### src/rtl/fifo_pkg.sv
// Shared constants and sizing helpers for the synchronous FIFO family.
// Latency: none (compile-time only).
// Backpressure: n/a.
package fifo_pkg;

  localparam int DEFAULT_DEPTH      = 8;
  localparam int DEFAULT_DATA_WIDTH = 4;

  // Occupancy counter must represent 0..depth inclusive.
  function automatic int cnt_width(input int depth);
    return $clog2(depth + 1);
  endfunction

  // Pointer addresses 0..depth-1; keep at least one bit for depth 1.
  function automatic int ptr_width(input int depth);
    return (depth > 1) ? $clog2(depth) : 1;
  endfunction

endpackage

### src/rtl/fifo_wrap_ctr.sv
// Wrapping pointer register: counts 0..MAX-1 and returns to 0 explicitly.
// Latency: advances one cycle after an enabled edge.
// Backpressure: none; caller gates en with its own accept condition.
module fifo_wrap_ctr
  import fifo_pkg::*;
#(
  parameter int MAX = DEFAULT_DEPTH
)(
  input  logic                      clk_i,
  input  logic                      rst_i,
  input  logic                      clr_i,
  input  logic                      en,
  output logic [ptr_width(MAX)-1:0] ptr
);

  localparam int            W    = ptr_width(MAX);
  localparam logic [W-1:0]  LAST = W'(MAX - 1);

  // Explicit wrap so non-power-of-two depths never touch unused addresses.
  always_ff @(posedge clk_i or posedge rst_i) begin
    if (rst_i) begin
      ptr <= '0;
    end else if (clr_i) begin
      ptr <= '0;
    end else if (en) begin
      ptr <= (ptr == LAST) ? '0 : ptr + W'(1);
    end
  end

endmodule

### src/rtl/sync_fifo.sv
// Parametrised synchronous FIFO with occupancy, almost flags, sticky errors, flush.
// Latency: write-to-read one cycle; data_o registered (one cycle) unless SYNC_FIFO_FWFT_EN.
// Backpressure: writes dropped while full, reads dropped while empty; both flagged sticky.
module sync_fifo
  import fifo_pkg::*;
#(
  parameter int DEPTH      = DEFAULT_DEPTH,
  parameter int DATA_WIDTH = DEFAULT_DATA_WIDTH,
  parameter int AF_LEVEL   = DEPTH - 2,
  parameter int AE_LEVEL   = 2
)(
  input  logic                        clk_i,
  input  logic                        rst_i,
  input  logic                        clr_i,
  input  logic                        wr_en_i,
  input  logic [DATA_WIDTH-1:0]       data_i,
  input  logic                        rd_en_i,
  output logic [DATA_WIDTH-1:0]       data_o,
  output logic                        full_o,
  output logic                        empty_o,
  output logic                        almost_full_o,
  output logic                        almost_empty_o,
  output logic [cnt_width(DEPTH)-1:0] count_o,
  output logic                        overflow_o,
  output logic                        underflow_o
);

  localparam int            CW       = cnt_width(DEPTH);
  localparam int            PW       = ptr_width(DEPTH);
  localparam logic [CW-1:0] FULL_CNT = CW'(DEPTH);

  if (DEPTH < 2 || AF_LEVEL > DEPTH) begin : g_param_check
    $error("sync_fifo: DEPTH must be >= 2 and AF_LEVEL must not exceed DEPTH");
  end

  logic [DATA_WIDTH-1:0] mem [DEPTH];
  logic [CW-1:0]         count_q;
  logic [PW-1:0]         w_ptr;
  logic [PW-1:0]         r_ptr;
  logic                  full;
  logic                  empty;
  logic                  wr_acc;
  logic                  rd_acc;
  logic                  ovf_q;
  logic                  unf_q;

  // All status is decoded from the registered count, never from pointers.
  assign full   = (count_q == FULL_CNT);
  assign empty  = (count_q == '0);
  // Flush wins over any request issued in the same cycle.
  assign wr_acc = wr_en_i && !full  && !clr_i;
  assign rd_acc = rd_en_i && !empty && !clr_i;

  fifo_wrap_ctr #(.MAX(DEPTH)) u_wr_ptr (
    .clk_i (clk_i),
    .rst_i (rst_i),
    .clr_i (clr_i),
    .en    (wr_acc),
    .ptr   (w_ptr)
  );

  fifo_wrap_ctr #(.MAX(DEPTH)) u_rd_ptr (
    .clk_i (clk_i),
    .rst_i (rst_i),
    .clr_i (clr_i),
    .en    (rd_acc),
    .ptr   (r_ptr)
  );

  // Storage array; contents deliberately left unreset.
  always_ff @(posedge clk_i) begin
    if (wr_acc) begin
      mem[w_ptr] <= data_i;
    end
  end

  // Occupancy: net change only when exactly one side is accepted.
  always_ff @(posedge clk_i or posedge rst_i) begin
    if (rst_i) begin
      count_q <= '0;
    end else if (clr_i) begin
      count_q <= '0;
    end else if (wr_acc && !rd_acc) begin
      count_q <= count_q + CW'(1);
    end else if (rd_acc && !wr_acc) begin
      count_q <= count_q - CW'(1);
    end
  end

  // Sticky error capture; only reset or flush clears them.
  always_ff @(posedge clk_i or posedge rst_i) begin
    if (rst_i) begin
      ovf_q <= 1'b0;
      unf_q <= 1'b0;
    end else if (clr_i) begin
      ovf_q <= 1'b0;
      unf_q <= 1'b0;
    end else begin
      if (wr_en_i && full) begin
        ovf_q <= 1'b1;
      end
      if (rd_en_i && empty) begin
        unf_q <= 1'b1;
      end
    end
  end

`ifdef SYNC_FIFO_FWFT_EN
  // Head word is presented combinationally; zero while nothing is stored.
  assign data_o = empty ? '0 : mem[r_ptr];
`else
  logic [DATA_WIDTH-1:0] data_q;

  // Read register loads only on an accepted pop and holds otherwise.
  always_ff @(posedge clk_i or posedge rst_i) begin
    if (rst_i) begin
      data_q <= '0;
    end else if (clr_i) begin
      data_q <= '0;
    end else if (rd_acc) begin
      data_q <= mem[r_ptr];
    end
  end

  assign data_o = data_q;
`endif

  assign full_o         = full;
  assign empty_o        = empty;
  assign almost_full_o  = (int'(count_q) >= AF_LEVEL);
  assign almost_empty_o = (int'(count_q) <= AE_LEVEL);
  assign count_o        = count_q;
  assign overflow_o     = ovf_q;
  assign underflow_o    = unf_q;

endmodule

### config.mk
export PLATFORM = sky130hd
export DESIGN_NAME = sync_fifo
export DESIGN_NICKNAME = d
export VERILOG_FILES = /design/src/rtl/fifo_pkg.sv /design/src/rtl/fifo_wrap_ctr.sv /design/src/rtl/sync_fifo.sv
export SDC_FILE = /design/constraint.sdc
export NUM_CORES = 1
export LEC_CHECK = 0
export CAP_MARGIN = 0
export CORE_MARGIN = 1.5
export CORE_UTILIZATION = 25
export CTS_CLUSTER_DIAMETER = 60
export DETAILED_ROUTE_END_ITERATION = 10
export SETUP_SLACK_MARGIN = 0.5
export SLEW_MARGIN = 20
export SYNTH_ARGS = -nofsm -noshare
export SYNTH_HDL_FRONTEND = slang
export SYNTH_SLANG_ARGS = --single-unit
### constraint.sdc
create_clock -name clk_i -period 2.61 [get_ports clk_i]
set_input_delay 0.3915 -clock clk_i [delete_from_list [all_inputs] [get_ports clk_i]]
set_output_delay 0.3915 -clock clk_i [all_outputs]
set_load 0.005 [all_outputs]
=== Word level (Yosys, flattened, before mapping) ===
Memories as Yosys holds them, arrays and structs flattened.
Cells that the tools add are included.

* Order comparisons: 2
* Reduce and logical (&&, ||, !) cells: 19
* Add/subtract/negate cells: 4
* Muxes and demuxes: 17
* Eq/ne operators: 3

{| class="wikitable"
|+ Operators with widths
! cell !! count
|-
| 4-bit 2-to-1 mux || 5
|-
| 3-bit 2-to-1 mux || 6
|-
| 1-bit logical AND || 8
|-
| 2-bit nonzero test || 4
|-
| 3-bit by 1-bit adder with 3-bit output, second input constant || 2
|-
| 3-bit == test, second input constant || 2
|-
| 1-bit 2-to-1 mux || 6
|-
| 1-bit zero test || 5
|-
| 4-bit by 1-bit adder with 4-bit output, second input constant || 1
|-
| 4-bit == test, second input constant || 1
|-
| 4-bit by 3-bit greater-or-equal comparator with 1-bit output, second input constant || 1
|-
| 4-bit by 2-bit <= comparator with 1-bit output, second input constant || 1
|-
| 4-bit zero test || 1
|-
| 4-bit by 1-bit subtractor with 4-bit output, second input constant || 1
|-
| 3-bit nonzero test || 1
|}

* Memories kept: 1
* Memory bits (writable): 32
* Register bits: 16
* Input port bits: 9
* Word-level logic and storage cells: 52

{| class="wikitable"
|+ Memories
! name !! words !! bits a word !! rd ports !! clocked after memory_dff !! wr ports !! line !! source
|-
| mem || 8 || 4 || 1 || 0 || 1 || sync_fifo.sv:36 || <nowiki>logic [DATA_WIDTH-1:0] mem [DEPTH];</nowiki>
|}

=== Depth between registers and ports, before layout ===
* Depth in word-level cells: 9
* Gate-level depth with buffers: 10
* Gate-level depth less buffers: 9

=== By module ===
From an unflattened synthesis, not the netlist that was laid out.

* Cell total of the unflattened synthesis: 155
* Area, all modules: 2207.1 µm²

{| class="wikitable"
|+ By module, submodules not included
! module !! instances !! area each (µm²) !! sequential area each (µm²) !! cells each
|-
| sync_fifo || 1 || 1896.8 || 1211.2 || 129
|-
| fifo_wrap_ctr || 2 || 155.1 || 75.1 || 13
|}

=== Worst setup path after synthesis ===
OpenSTA, ideal clock, no wires.

* Path type: flip-flop to flip-flop
* From: reg count_q[2] (netlist: count_o[2])
* To: reg count_q[3] (netlist: count_o[3])
* Data arrival time: 2332 ps
* Library setup time: 92 ps
* Buffers on the path: 1
* Slack: 186 ps
* Cell stages (with the launch flop): 11
* Path through: dfrtp_1 buf_6 or4b_4 clkinv_4 nor2_2 nand2_4 ha_1 a21o_1 a2111oi_0 a311oi_2 o31ai_2

* Elaborated cells between the ends (all ways): 18

{| class="wikitable"
|+ RTL lines
! what !! line !! source
|-
| start: declaration || sync_fifo.sv:37 || <nowiki>logic [CW-1:0] count_q;</nowiki>
|-
| start signal: assignment || sync_fifo.sv:84 || <nowiki>count_q <= count_q + CW'(1);</nowiki>
|-
| start signal: assignment || sync_fifo.sv:86 || <nowiki>count_q <= count_q - CW'(1);</nowiki>
|-
| 4-bit == test (*) || sync_fifo.sv:48 || <nowiki>assign full = (count_q == FULL_CNT);</nowiki>
|-
| via full_o || sync_fifo.sv:19 || <nowiki>output logic full_o,</nowiki>
|-
| 1-bit zero test (*) || sync_fifo.sv:51 || <nowiki>assign wr_acc = wr_en_i && !full && !clr_i;</nowiki>
|-
| 1-bit logical AND (*) (2 in series) || sync_fifo.sv:51 ||
|-
| 1-bit logical AND / 1-bit zero test (equally long branches) || sync_fifo.sv:83, sync_fifo.sv:85 ||
|-
| 4-bit 2-to-1 mux / 1-bit logical AND (equally long branches) || sync_fifo.sv:83, sync_fifo.sv:85 ||
|-
| 4-bit 2-to-1 mux / 3-bit nonzero test (equally long branches) || n/a ||
|}

The timed path passes the listed nets; every way through them passes the cells marked *. The select of a mux whose other input is x is not followed.
A chain may end at the register's enable or synchronous reset.

=== Final worst setup path ===
* From: reg count_q[0] (netlist: count_o[0])
* To: reg count_q[3] (netlist: count_o[3])

* Word-level cells in the longest chain between the ends: 8
* Elaborated cells between the ends (all ways): 18

{| class="wikitable"
|+ Ends and longest elaborated chain
! what
|-
| parallel branches: the longest is 8 deep, another holds 4-bit by 1-bit subtractor with 4-bit output
|}

Parallel ways; which one is timed is not known. The select of a mux whose other input is x is not followed.

==> key figures <==
Outcome
  • Status: finished clean

Clocking
  • CTS H-tree lvls: 2
  • TritonCTS clock tree: yes
  • Root Buffer: clkbuf_8
  • Bufs on Longest Clock Path: 2
  • Clock-pin slew on the worst setup and hold paths: 80 ps
  • Clk Latency, worst-skew pair: 300 ps
  • Num CTS Buffers: 5
  • Clock sink total: 48
  • CTS Hold Bufs: 0

Finish
  • Area grow syn2layout: 25.7%
  • Final Cell Area: 0.00281 mm^2
  • Nets@finish: 213
  • Count of filler cells inserted in the layout: 871
  • Ratio of cells with drive above 1 in the final layout: 24.2%
  • Post-layout util: 32.4%
  • Non-filler instance count after layout: 306
  • Ant diodes: 0

Detailed routing
  • ANT nets after route: 0
  • Wire per inst: 13.4 um
  • WL final: 4.10 mm
  • Number of remaining DRC errors: 0
  • Via count: 1365
  • Avg Vias per Cell: 4.46
  • Initial DRT Pass Iterations: 4
  • Number of DRC markers in iteration 0: 86

Global routing
  • Initial antenna violation count: 0
  • Grt total ovfl: 0
  • Largest net degree at the start of global routing: 19
  • Gr usage total: 9.30%
  • First-pass GRT wire length: 7.04 mm
  • Vias in the first global route: 1418

Place
  • Routability Congestion: 0.793
  • I/O Buffers: 22
  • Placed insts: 292
  • Post-detail-place hpwl: 3.05 mm
  • Area post-placement: 0.00265 mm^2

Floorplan
  • Cell Rows: 34
  • Core area: 0.00868 mm^2
  • Die area: 0.00952 mm^2
  • Die width: 97.6 um
  • Initial Util: 25.8%
  • Die height: 97.6 um
  • I/O Pins: 23

Synth
  • Post-Synth Simple-Gate Area: 11.8%
  • Syn_nets: 175
  • Post-synthesis compound-gate area fraction: 9.90%
  • Cell count after synthesis: 159
  • Register area share after synthesis: 60.9%
  • Avg Inst Size Synth: 14.1 um^2
  • Mux cell area share after synthesis: 8.95%
  • Cell variety after synth: 36
  • Post-synthesis instance area: 0.00224 mm^2
  • Main combinational cell family by area after synthesis: simple AND/OR/NAND/NOR gates
  • Synth Warn #: 0
  • Xor and xnor area share after synthesis: 0.783%
  • Synth Area in Adders: 4.25%
  • Synth Register Bits: 48

STA
  • Setup_tns: 0 ps
  • Final setup fails: 0
  • FMAX: 450 MHz
  • Fin crit share: 85.2%
  • Worst slew pin tran: 641 ps
  • Hold Vio Cnt, Final: 0
  • RSZ-0062 raised after global routing: yes
  • Min Hold Slack: 484 ps
  • Fin. max-slew vios: 0
  • Crit path time final: 2220 ps
  • Worst Skew: 2.47 ps
  • Slew HR: 57.2%

Critical path
  • Max Fanout on Critical Path: 3
  • Critical path endpoint category: register
  • Worst Path Required: 2790 ps
  • Setup CP Type: reg -> reg
  • Arr. time, crit path: 2400 ps
  • Worst reg2reg startpoint: count_o[0]
  • Setup crit start kind: register
  • Worst setup path start: count_o[0]

Power and ir drop
  • VDD IR-drop max: 0.212 mV
  • Leakage power total: 1.04 nW
  • Pwr Density: 876 mW/mm^2

Worst hold path
  • HP Class: in -> async

Flow run
  • Max cap viols: 0
-- layout by cell type (no fill, tap or decap), drive strengths merged, types with 2 or more instances in the layout --
cell / count
buf: 18
nor4: 2
dlygate4sd2: 2
edfxtp: 32
nor2: 15
clkbuf: 6
nand3: 2
dfrtp: 16
nand2: 13
a311oi: 2
mux4: 8
a211oi: 2
nand2b: 7
clkinv: 3
clkdlybuf4s50: 19
nor3: 11
a21oi: 8
a21o: 3
ha: 6
o22ai: 4
inv: 4
xnor2: 2
mux2i: 2
-- stage by stage --
| stage | worst slack, ps | power, mW |
|---|---|---|
| 3_5_place_dp | 151 | 1.93 |
| 2_1_floorplan | 275 | 1.62 |
| 6_report | 386 | 2.46 |
| 3_3_place_gp | 181 | 1.93 |
| 4_1_cts | 358 | 2.48 |
| 5_1_grt | 305 | 2.62 |
-- critical path, cell delays in order, from the launching register on --
cell	delay (ps)
dfrtp_1	420
or4b_4	590
clkinv_4	80
nor2_4	40
nand2_4	80
ha_4	190
a21o_1	170
a21o_1	190
a311oi_2	250
o31ai_2	90
-- area by class of cell --
cell class,count,area [um^2],area share [%]
Sequential cell,48,1360,48.5
Inverter,5,23.8,0.846
Tap cell,108,135,4.81
Multi-Input combinational cell,97,830,29.5
Timing Repair Buffer,40,348,12.4
Clock buffer,5,68.8,2.45
Clock inverter,3,42.5,1.51
-- timing repair --
item | 4_1_cts | 5_1_grt
setup endpoints to repair | 4 | 3
gates cloned | 0 | 0
hold endpoints to repair | 0 | 0
pin swaps | 2 | 2
resized for setup | 5 | 2
buffers inserted | 4 | 2
-- state kept, by name, indices dropped and copies added (netlist names) --
name          flops
underflow_o       1
u_wr_ptr.ptr      3
u_rd_ptr.ptr      3
overflow_o        1
mem              32
count_o           4
data_o            4
-- power by group --
part / internal [mW] / switching [mW] / total [mW]
clock: 0.284 / 0.242 / 0.526
sequential: 0.892 / 0.0969 / 0.989
combinational: 0.516 / 0.431 / 0.947
total: 1.69 / 0.770 / 2.46
-- cells in the mapped netlist (all sizes together) --
cell     number  area, um^2
clkbuf        3        11.3
nor3         11        55.1
nor4          2        12.5
o22ai         4        25.0
a211oi        2        15.0
nand2b        7        43.8
fa            1        20.0
o21a          1        7.51
mux4          8         180
ha            6        75.1
mux2i         2        20.0
or3           1        6.26
clkinv        1        8.76
inv           4        15.0
o41a          1        11.3
a21oi         8        40.0
o311a         1        10.0
a311oi        2        41.3
nor2         15        58.8
or4b          1        13.8
edfxtp       32         961
xnor2         2        17.5
nand2        13        56.3
dfrtp        16         400
a21o          3        22.5
buf           6        42.5
o31ai         1        12.5
nor2b         1        6.26
nand3         2        10.0
o41ai         1        27.5
a2111oi       1        8.76
-- logic make-up after synthesis --
family,after synthesis
XOR/XNOR,2
flip-flops,48
AO/OA/AOI/OAI,25
buffers and inverters,14
AND/OR/NAND/NOR,53
adder cells (fa/ha/maj),7
multiplexers,10
-- final timing paths --
kind | slack (ps) | endpoint | cells past startpoint
worst min register to register | 510 | overflow_o | 2
worst max register to register | 390 | count_o[3] | 9
max in group asynchronous | 1680 | count_o[2] | 2
min in group clk_i | 510 | overflow_o | 2
worst max-delay path | 390 | count_o[3] | 9
worst min-delay path | 480 | data_o[0] | 2
-- metal layers --
metal | GRT usage, % | part of all wire, % | up-vias | routed length (um)
li1 | - | - | 676 | -
met1 | 11.8 | 47 | 660 | 1940
met2 | 15.1 | 47 | 25 | 1930
met3 | 2.81 | 4.8 | 4 | 196
met4 | 3.30 | 0.90 | 0 | 37
met5 | 0 | 0 | - | 0
Note: power is estimated with default switching activity, not from simulation.
